$ cat src/rtl/uart_rx_ctrl_if.sv
// Bundled control/status signals of the UART receive controller.
// The slave side is the controller; the master side is the register block plus the receiver datapath.
interface uart_rx_ctrl_if #(
  parameter int unsigned DATA_BITS  = 8,
  parameter int unsigned FIFO_DEPTH = 8
);
  localparam int unsigned LW = $clog2(FIFO_DEPTH) + 1;

  logic                 enable;
  logic                 flush;
  logic                 rx_en;
  logic                 rx_rst;
  logic [DATA_BITS-1:0] rx_data;
  logic                 rx_done;
  logic                 rx_error;
  logic                 rx_busy;
  logic                 rd_en;
  logic [DATA_BITS-1:0] rd_data;
  logic                 fifo_empty;
  logic                 fifo_full;
  logic [LW-1:0]        fifo_level;
  logic [LW-1:0]        thresh;
  logic                 clr_err;
  logic                 frame_err;
  logic                 overrun;
  logic                 irq;

  modport slave (
    input  enable, flush, rx_data, rx_done, rx_error, rx_busy, rd_en, thresh, clr_err,
    output rx_en, rx_rst, rd_data, fifo_empty, fifo_full, fifo_level, frame_err, overrun, irq
  );

  modport master (
    output enable, flush, rx_data, rx_done, rx_error, rx_busy, rd_en, thresh, clr_err,
    input  rx_en, rx_rst, rd_data, fifo_empty, fifo_full, fifo_level, frame_err, overrun, irq
  );
endinterface

$ cat src/rtl/uart_rx_ctrl.sv
// UART receive controller: receiver enable/recovery sequencing, first-word
// fall-through receive FIFO, sticky error flags and a registered interrupt.
module uart_rx_ctrl #(
  parameter int unsigned DATA_BITS  = 8,
  parameter int unsigned FIFO_DEPTH = 8
) (
  input  logic          clk,
  input  logic          PRESETn,
  uart_rx_ctrl_if.slave bus
);
  localparam int unsigned LW = $clog2(FIFO_DEPTH) + 1;
  localparam int unsigned PW = $clog2(FIFO_DEPTH);

  typedef enum logic [2:0] {
    DISABLED = 3'd0,
    ARM      = 3'd1,
    ACTIVE   = 3'd2,
    RECOVER  = 3'd3,
    DRAIN    = 3'd4
  } state_e;

  state_e state_q, state_d;
  logic   rx_en_q, rx_en_d;
  logic   rx_rst_q, rx_rst_d;

  logic [DATA_BITS-1:0] mem [FIFO_DEPTH];
  logic [PW-1:0]        wr_ptr_q, rd_ptr_q, wr_ptr_nx, rd_ptr_nx;
  logic [LW-1:0]        level_q, level_nx;
  logic [DATA_BITS-1:0] rd_data_q, head_nx;
  logic                 frame_err_q, overrun_q, irq_q;
  logic                 accept, push, pop, full, wr_fire, overflow;

  // State and receiver control registers
  always_ff @(posedge clk or negedge PRESETn) begin
    if (!PRESETn) begin
      state_q  <= DISABLED;
      rx_en_q  <= 1'b0;
      rx_rst_q <= 1'b0;
    end else begin
      state_q  <= state_d;
      rx_en_q  <= rx_en_d;
      rx_rst_q <= rx_rst_d;
    end
  end

  // Next state; receiver controls follow the state being entered so they stay registered
  always_comb begin
    state_d  = state_q;
    rx_en_d  = 1'b0;
    rx_rst_d = 1'b0;
    case (state_q)
      DISABLED: if (bus.enable) state_d = ARM;
      ARM:      state_d = ACTIVE;
      ACTIVE: begin
        if (bus.rx_error)    state_d = RECOVER;
        else if (!bus.enable) state_d = DRAIN;
      end
      RECOVER:  state_d = bus.enable ? ACTIVE : DISABLED;
      DRAIN: begin
        if (bus.enable)        state_d = ACTIVE;
        else if (!bus.rx_busy) state_d = DISABLED;
      end
      default:  state_d = DISABLED;
    endcase
    rx_en_d  = (state_d == ACTIVE) || (state_d == DRAIN);
    rx_rst_d = (state_d == ARM) || (state_d == RECOVER);
  end

  // FIFO control; flush overrides both push and pop
  always_comb begin
    accept    = (state_q == ACTIVE) || (state_q == DRAIN);
    full      = (level_q == LW'(FIFO_DEPTH));
    push      = accept && bus.rx_done && !bus.rx_error && !bus.flush;
    pop       = bus.rd_en && (level_q != '0) && !bus.flush;
    wr_fire   = push && (!full || pop);
    overflow  = push && full && !pop;
    wr_ptr_nx = bus.flush ? '0 : wr_ptr_q + PW'(wr_fire);
    rd_ptr_nx = bus.flush ? '0 : rd_ptr_q + PW'(pop);
    level_nx  = bus.flush ? '0 : level_q + LW'(wr_fire) - LW'(pop);
    head_nx   = '0;
    if (level_nx != '0) begin
      // The new head may be the word being written this very cycle
      if (wr_fire && (wr_ptr_q == rd_ptr_nx)) head_nx = bus.rx_data;
      else                                    head_nx = mem[rd_ptr_nx];
    end
  end

  always_ff @(posedge clk) begin
    if (wr_fire) mem[wr_ptr_q] <= bus.rx_data;
  end

  always_ff @(posedge clk or negedge PRESETn) begin
    if (!PRESETn) begin
      wr_ptr_q    <= '0;
      rd_ptr_q    <= '0;
      level_q     <= '0;
      rd_data_q   <= '0;
      frame_err_q <= 1'b0;
      overrun_q   <= 1'b0;
      irq_q       <= 1'b0;
    end else begin
      wr_ptr_q    <= wr_ptr_nx;
      rd_ptr_q    <= rd_ptr_nx;
      level_q     <= level_nx;
      rd_data_q   <= head_nx;
      frame_err_q <= bus.rx_error ? 1'b1 : (bus.clr_err ? 1'b0 : frame_err_q);
      overrun_q   <= overflow     ? 1'b1 : (bus.clr_err ? 1'b0 : overrun_q);
      irq_q       <= ((bus.thresh != '0) && (level_q >= bus.thresh)) || frame_err_q || overrun_q;
    end
  end

  assign bus.rx_en      = rx_en_q;
  assign bus.rx_rst     = rx_rst_q;
  assign bus.rd_data    = rd_data_q;
  assign bus.fifo_level = level_q;
  assign bus.fifo_empty = (level_q == '0);
  assign bus.fifo_full  = (level_q == LW'(FIFO_DEPTH));
  assign bus.frame_err  = frame_err_q;
  assign bus.overrun    = overrun_q;
  assign bus.irq        = irq_q;
endmodule
$ cat src/flat_wrapper.sv
// flat-port wrapper written by rule: the top's interface ports become plain ports
module uart_rx_ctrl_flat 
#(
  parameter int unsigned DATA_BITS  = 8,
  parameter int unsigned FIFO_DEPTH = 8
)
  (clk, PRESETn, bus_enable, bus_flush, bus_rx_data, bus_rx_done, bus_rx_error, bus_rx_busy, bus_rd_en, bus_thresh, bus_clr_err, bus_rx_en, bus_rx_rst, bus_rd_data, bus_fifo_empty, bus_fifo_full, bus_fifo_level, bus_frame_err, bus_overrun, bus_irq);
  uart_rx_ctrl_if #(.DATA_BITS(DATA_BITS), .FIFO_DEPTH(FIFO_DEPTH)) bus_i ();
  input  logic clk;
  input  logic PRESETn;
  input wire logic [$bits(bus_i.enable)-1:0] bus_enable;
  input wire logic [$bits(bus_i.flush)-1:0] bus_flush;
  input wire logic [$bits(bus_i.rx_data)-1:0] bus_rx_data;
  input wire logic [$bits(bus_i.rx_done)-1:0] bus_rx_done;
  input wire logic [$bits(bus_i.rx_error)-1:0] bus_rx_error;
  input wire logic [$bits(bus_i.rx_busy)-1:0] bus_rx_busy;
  input wire logic [$bits(bus_i.rd_en)-1:0] bus_rd_en;
  input wire logic [$bits(bus_i.thresh)-1:0] bus_thresh;
  input wire logic [$bits(bus_i.clr_err)-1:0] bus_clr_err;
  output wire logic [$bits(bus_i.rx_en)-1:0] bus_rx_en;
  output wire logic [$bits(bus_i.rx_rst)-1:0] bus_rx_rst;
  output wire logic [$bits(bus_i.rd_data)-1:0] bus_rd_data;
  output wire logic [$bits(bus_i.fifo_empty)-1:0] bus_fifo_empty;
  output wire logic [$bits(bus_i.fifo_full)-1:0] bus_fifo_full;
  output wire logic [$bits(bus_i.fifo_level)-1:0] bus_fifo_level;
  output wire logic [$bits(bus_i.frame_err)-1:0] bus_frame_err;
  output wire logic [$bits(bus_i.overrun)-1:0] bus_overrun;
  output wire logic [$bits(bus_i.irq)-1:0] bus_irq;
  assign bus_i.enable = bus_enable;
  assign bus_i.flush = bus_flush;
  assign bus_i.rx_data = bus_rx_data;
  assign bus_i.rx_done = bus_rx_done;
  assign bus_i.rx_error = bus_rx_error;
  assign bus_i.rx_busy = bus_rx_busy;
  assign bus_i.rd_en = bus_rd_en;
  assign bus_i.thresh = bus_thresh;
  assign bus_i.clr_err = bus_clr_err;
  assign bus_rx_en = bus_i.rx_en;
  assign bus_rx_rst = bus_i.rx_rst;
  assign bus_rd_data = bus_i.rd_data;
  assign bus_fifo_empty = bus_i.fifo_empty;
  assign bus_fifo_full = bus_i.fifo_full;
  assign bus_fifo_level = bus_i.fifo_level;
  assign bus_frame_err = bus_i.frame_err;
  assign bus_overrun = bus_i.overrun;
  assign bus_irq = bus_i.irq;
  uart_rx_ctrl #(.DATA_BITS(DATA_BITS), .FIFO_DEPTH(FIFO_DEPTH)) u_core (.clk(clk), .PRESETn(PRESETn), .bus(bus_i));
endmodule
$ cat config.mk
export PLATFORM = sky130hd
export DESIGN_NAME = uart_rx_ctrl_flat
export DESIGN_NICKNAME = d
export VERILOG_FILES = /design/src/rtl/uart_rx_ctrl_if.sv /design/src/rtl/uart_rx_ctrl.sv /design/src/flat_wrapper.sv
export SDC_FILE = /design/constraint.sdc
export NUM_CORES = 1
export LEC_CHECK = 0
export BUFFER_PORTS_ARGS = -buffer_cell sky130_fd_sc_hd__buf_2
export CELL_PAD_IN_SITES_DETAIL_PLACEMENT = 1
export CELL_PAD_IN_SITES_GLOBAL_PLACEMENT = 1
export CORE_ASPECT_RATIO = 0.7
export CORE_MARGIN = 2
export CORE_UTILIZATION = 45
export DETAILED_ROUTE_END_ITERATION = 10
export PLACE_DENSITY = 0.86
export SLEW_MARGIN = 20
export SYNTH_ARGS = -nofsm -noshare
export SYNTH_HDL_FRONTEND = slang
export SYNTH_SLANG_ARGS = --single-unit
$ cat constraint.sdc
create_clock -name clk -period 3.6 [get_ports clk]
set_clock_uncertainty 0.1 [all_clocks]
set_input_delay 0.36 -clock clk [delete_from_list [all_inputs] [get_ports clk]]
set_output_delay 0.36 -clock clk [all_outputs]
set_load 0.1 [all_outputs]
==> results.toml <==
[route]
drt_iter0_markers = 214
final_antenna_net_count = 0
wirelength_mm = 10.6
first_pass_iters = 5
wl_per_cell_um = 21.8
via_per_inst = 5.67
vias = 2759
route.detailed.drc = 0

[final_layout]
seq_area_um2 = 2580
area_growth_pct = 17.3
final_common_cell = "edfxtp_1"
antenna_cells = 0
multiInputGateArea_um2 = 1480
n_fill_cell = 923
layout_common_cells = "64 x edfxtp_1, 39 x buf_2, 22 x mux2i_1, 22 x dfrtp_1, 17 x o21ai_0"
final_area_um2 = 4870
fin_util_pct = 54.0
fin_nets = 395
drive_gt1_share_pct = 24.0

[synthesis]
yosysTopAreaCell = "edfxtp_1"
synth_cell_types = 48
async_reset_ff_share_pct = 28.9
avgSynthCellArea_um2 = 13.4
synth-seq-cells = 90
yosys_warnings = 0
syn_area_um2 = 4160
syn_inst = 310
syn_nets = 346
post-synth-top-area-fraction_pct = 46.3
yosysSeqAreaShare_pct = 61.9
synth_area_leaders = "edfxtp_1 46%, dfrtp_1 16%, mux2i_1 5.3%"
synth_edf_count = 64
synth_flop_cell = "edfxtp_1"

[timing]
slew_headroom_pct = 57.1
tightestPinTransition_ns = 0.643
hold_slack_ns = 0.144
hold_violations = 0
period_share_pct = 92.0
setup_viol = 0
rsz0062_at_grt = "false"
post-route-min-period_ns = 3.31
timing.fmax_ghz = 0.302
slew_violations = 0
fin_tns_setup_ns = 0

[run_status]
status = "finished clean"

[setup_path]
arrival_ns = 3.43
path_cells = "inv_1, ha_1, and3_4, nor2_1, ha_1, ha_1, nand2_1, nor4_1, o311ai_4, or2_1, o211a_1"
cp_data_required_time_ns = 3.72
crit_path_frequent_cell = "ha_1"
end_kind = "flip-flop"
crit_fanout = 10
critPathSlowestCell = "dfrtp_4"
slowest_delay_ns = 0.48
path_class = "flip-flop to flip-flop"
crit_path_start_kind = "flip-flop"

[die]
rows = 29
io_pins = 40
coreArea_um2 = 9030
floorplan.initialDensity_pct = 46.0
dieHeight_um = 84.4
fp.dieW_um = 119
die_area_um2 = 10000

[global_routing]
grt_util_all_layers_pct = 22.9
first_global_vias = 2963
grt_overflow_total = 0
grt_pass1_wl_mm = 16.8
grt_max_degree = 31
antenna_found_initial = 0

[cts]
root_buffer = "clkbuf_16"
clk_pin_slew_ns = 0.06
clock_sink_count = 90
numCtsBuffers = 9
cts_resized = 0
cts_tree = "done"
htree_levels = 3
clock_path_buffers = 2
clk_latency_ns = 0.34

[pwr]
power_density_nw_per_um2 = 761
cellLeakagePower_nw = 1.92
ir_worst_vdd_mv = 0.362

[placed_design]
portBuffers = 39
gp_congestion = 0.857
place_area_um2 = 4580
dp_hpwl_mm = 7.04

[flow_run]
cap_violations = 0

[min_path]
hold_path_class = "input pin to flip-flop"
==> worst max-delay path, delay by kind of cell (launching register included) <==
kind,cells,cell delay (ns)
simple gates,5,1.13
compound gates,2,0.48
fa+ha+maj,3,0.85
flops,1,0.48
buf+inv,1,0.14
==> cell usage after synthesis, types with 3 or more instances <==
cell type / count
a211oi_1: 3
a21o_1: 4
a21oi_1: 9
a22oi_1: 7
a311oi_1: 7
buf_2: 5
clkbuf_1: 7
dfrtp_1: 26
edfxtp_1: 64
ha_1: 14
inv_1: 13
mux2i_1: 22
nand2_1: 7
nand2b_1: 6
nand3_1: 8
nor2_1: 16
nor2b_1: 12
nor3_1: 4
nor3b_1: 10
nor4_1: 3
o211a_1: 8
o21ai_0: 17
o21ai_1: 3
xnor2_1: 5
==> where the power goes <==
part	internal, mW	switching, mW
combinational	0.408	1.10
clock	0.533	0.376
sequential	1.21	0.0766
==> layout make-up <==
type                       instances  area share [%]
timing repair buffer              55            6.52
sequential                        90            53.0
clock inverter                     5            1.16
tap                              124            3.18
multi-input combinational        189            30.4
clock buffer                      10            4.70
inverter                          14            1.08
==> metrics by stage <==
step | power [mW] | worst slack [ns] | std cells
after floorplan | 2.50 | 0.0770 | 310
after global placement | 2.75 | 0.594 | 471
after detailed placement | 2.80 | 0.410 | 471
after CTS | 3.72 | 0.338 | 487
after global routing | 3.86 | 0.0973 | 487
final | 3.71 | 0.289 | 487
==> repair_timing <==
action / 4_1_cts / 5_1_grt
buffers inserted: 0 / 0
hold buffers: 1 / 0
hold endpoints to repair: 26 / 0
==> state kept, by name (all words and copies together), names as in the netlist <==
register	cells
u_core.bus.rx_en	1
u_core.mem	64
u_core.bus.frame_err	1
u_core.bus.rx_rst	1
u_core.bus.overrun	1
u_core.rd_ptr_q	3
u_core.bus.fifo_level	4
u_core.bus.irq	1
u_core.wr_ptr_q	3
u_core.state_q	3
u_core.bus.rd_data	8
==> per-layer routing <==
metal | share of wire (%) | GRT usage (%) | vias up
li1 | - | - | 1256
met1 | 44 | 31.1 | 1398
met2 | 48 | 36.5 | 89
met3 | 5.5 | 5.23 | 16
met4 | 1.8 | 8.23 | 0
met5 | 0 | 0 | -
==> logic make-up after synthesis <==
kind of cell             after synthesis  share of synthesized area [%]
multiplexers                          25                           6.11
XOR/XNOR                               7                           1.66
flip-flops                            90                           61.9
buffers and inverters                 31                           3.37
adder cells (fa/ha/maj)               15                           4.70
AO/OA/AOI/OAI                         65                           11.6
AND/OR/NAND/NOR                       77                           10.7
==> final timing paths <==
kind / startpoint / end / slack (ns) / cells after the start
max: u_core.bus.fifo_level[2] / u_core.bus.rd_data[4] / 0.29 / 11
min: bus_enable / u_core.state_q[2] / 0.14 / 2
max reg2reg: u_core.bus.fifo_level[2] / u_core.bus.rd_data[4] / 0.29 / 11
min reg2reg: u_core.bus.overrun / u_core.bus.irq / 0.41 / 2
max in group asynchronous: PRESETn / u_core.bus.fifo_level[3] / 2.47 / 2
min in group asynchronous: PRESETn / u_core.bus.rx_rst / 0.47 / 2
Power figures use the tool's default switching activity.
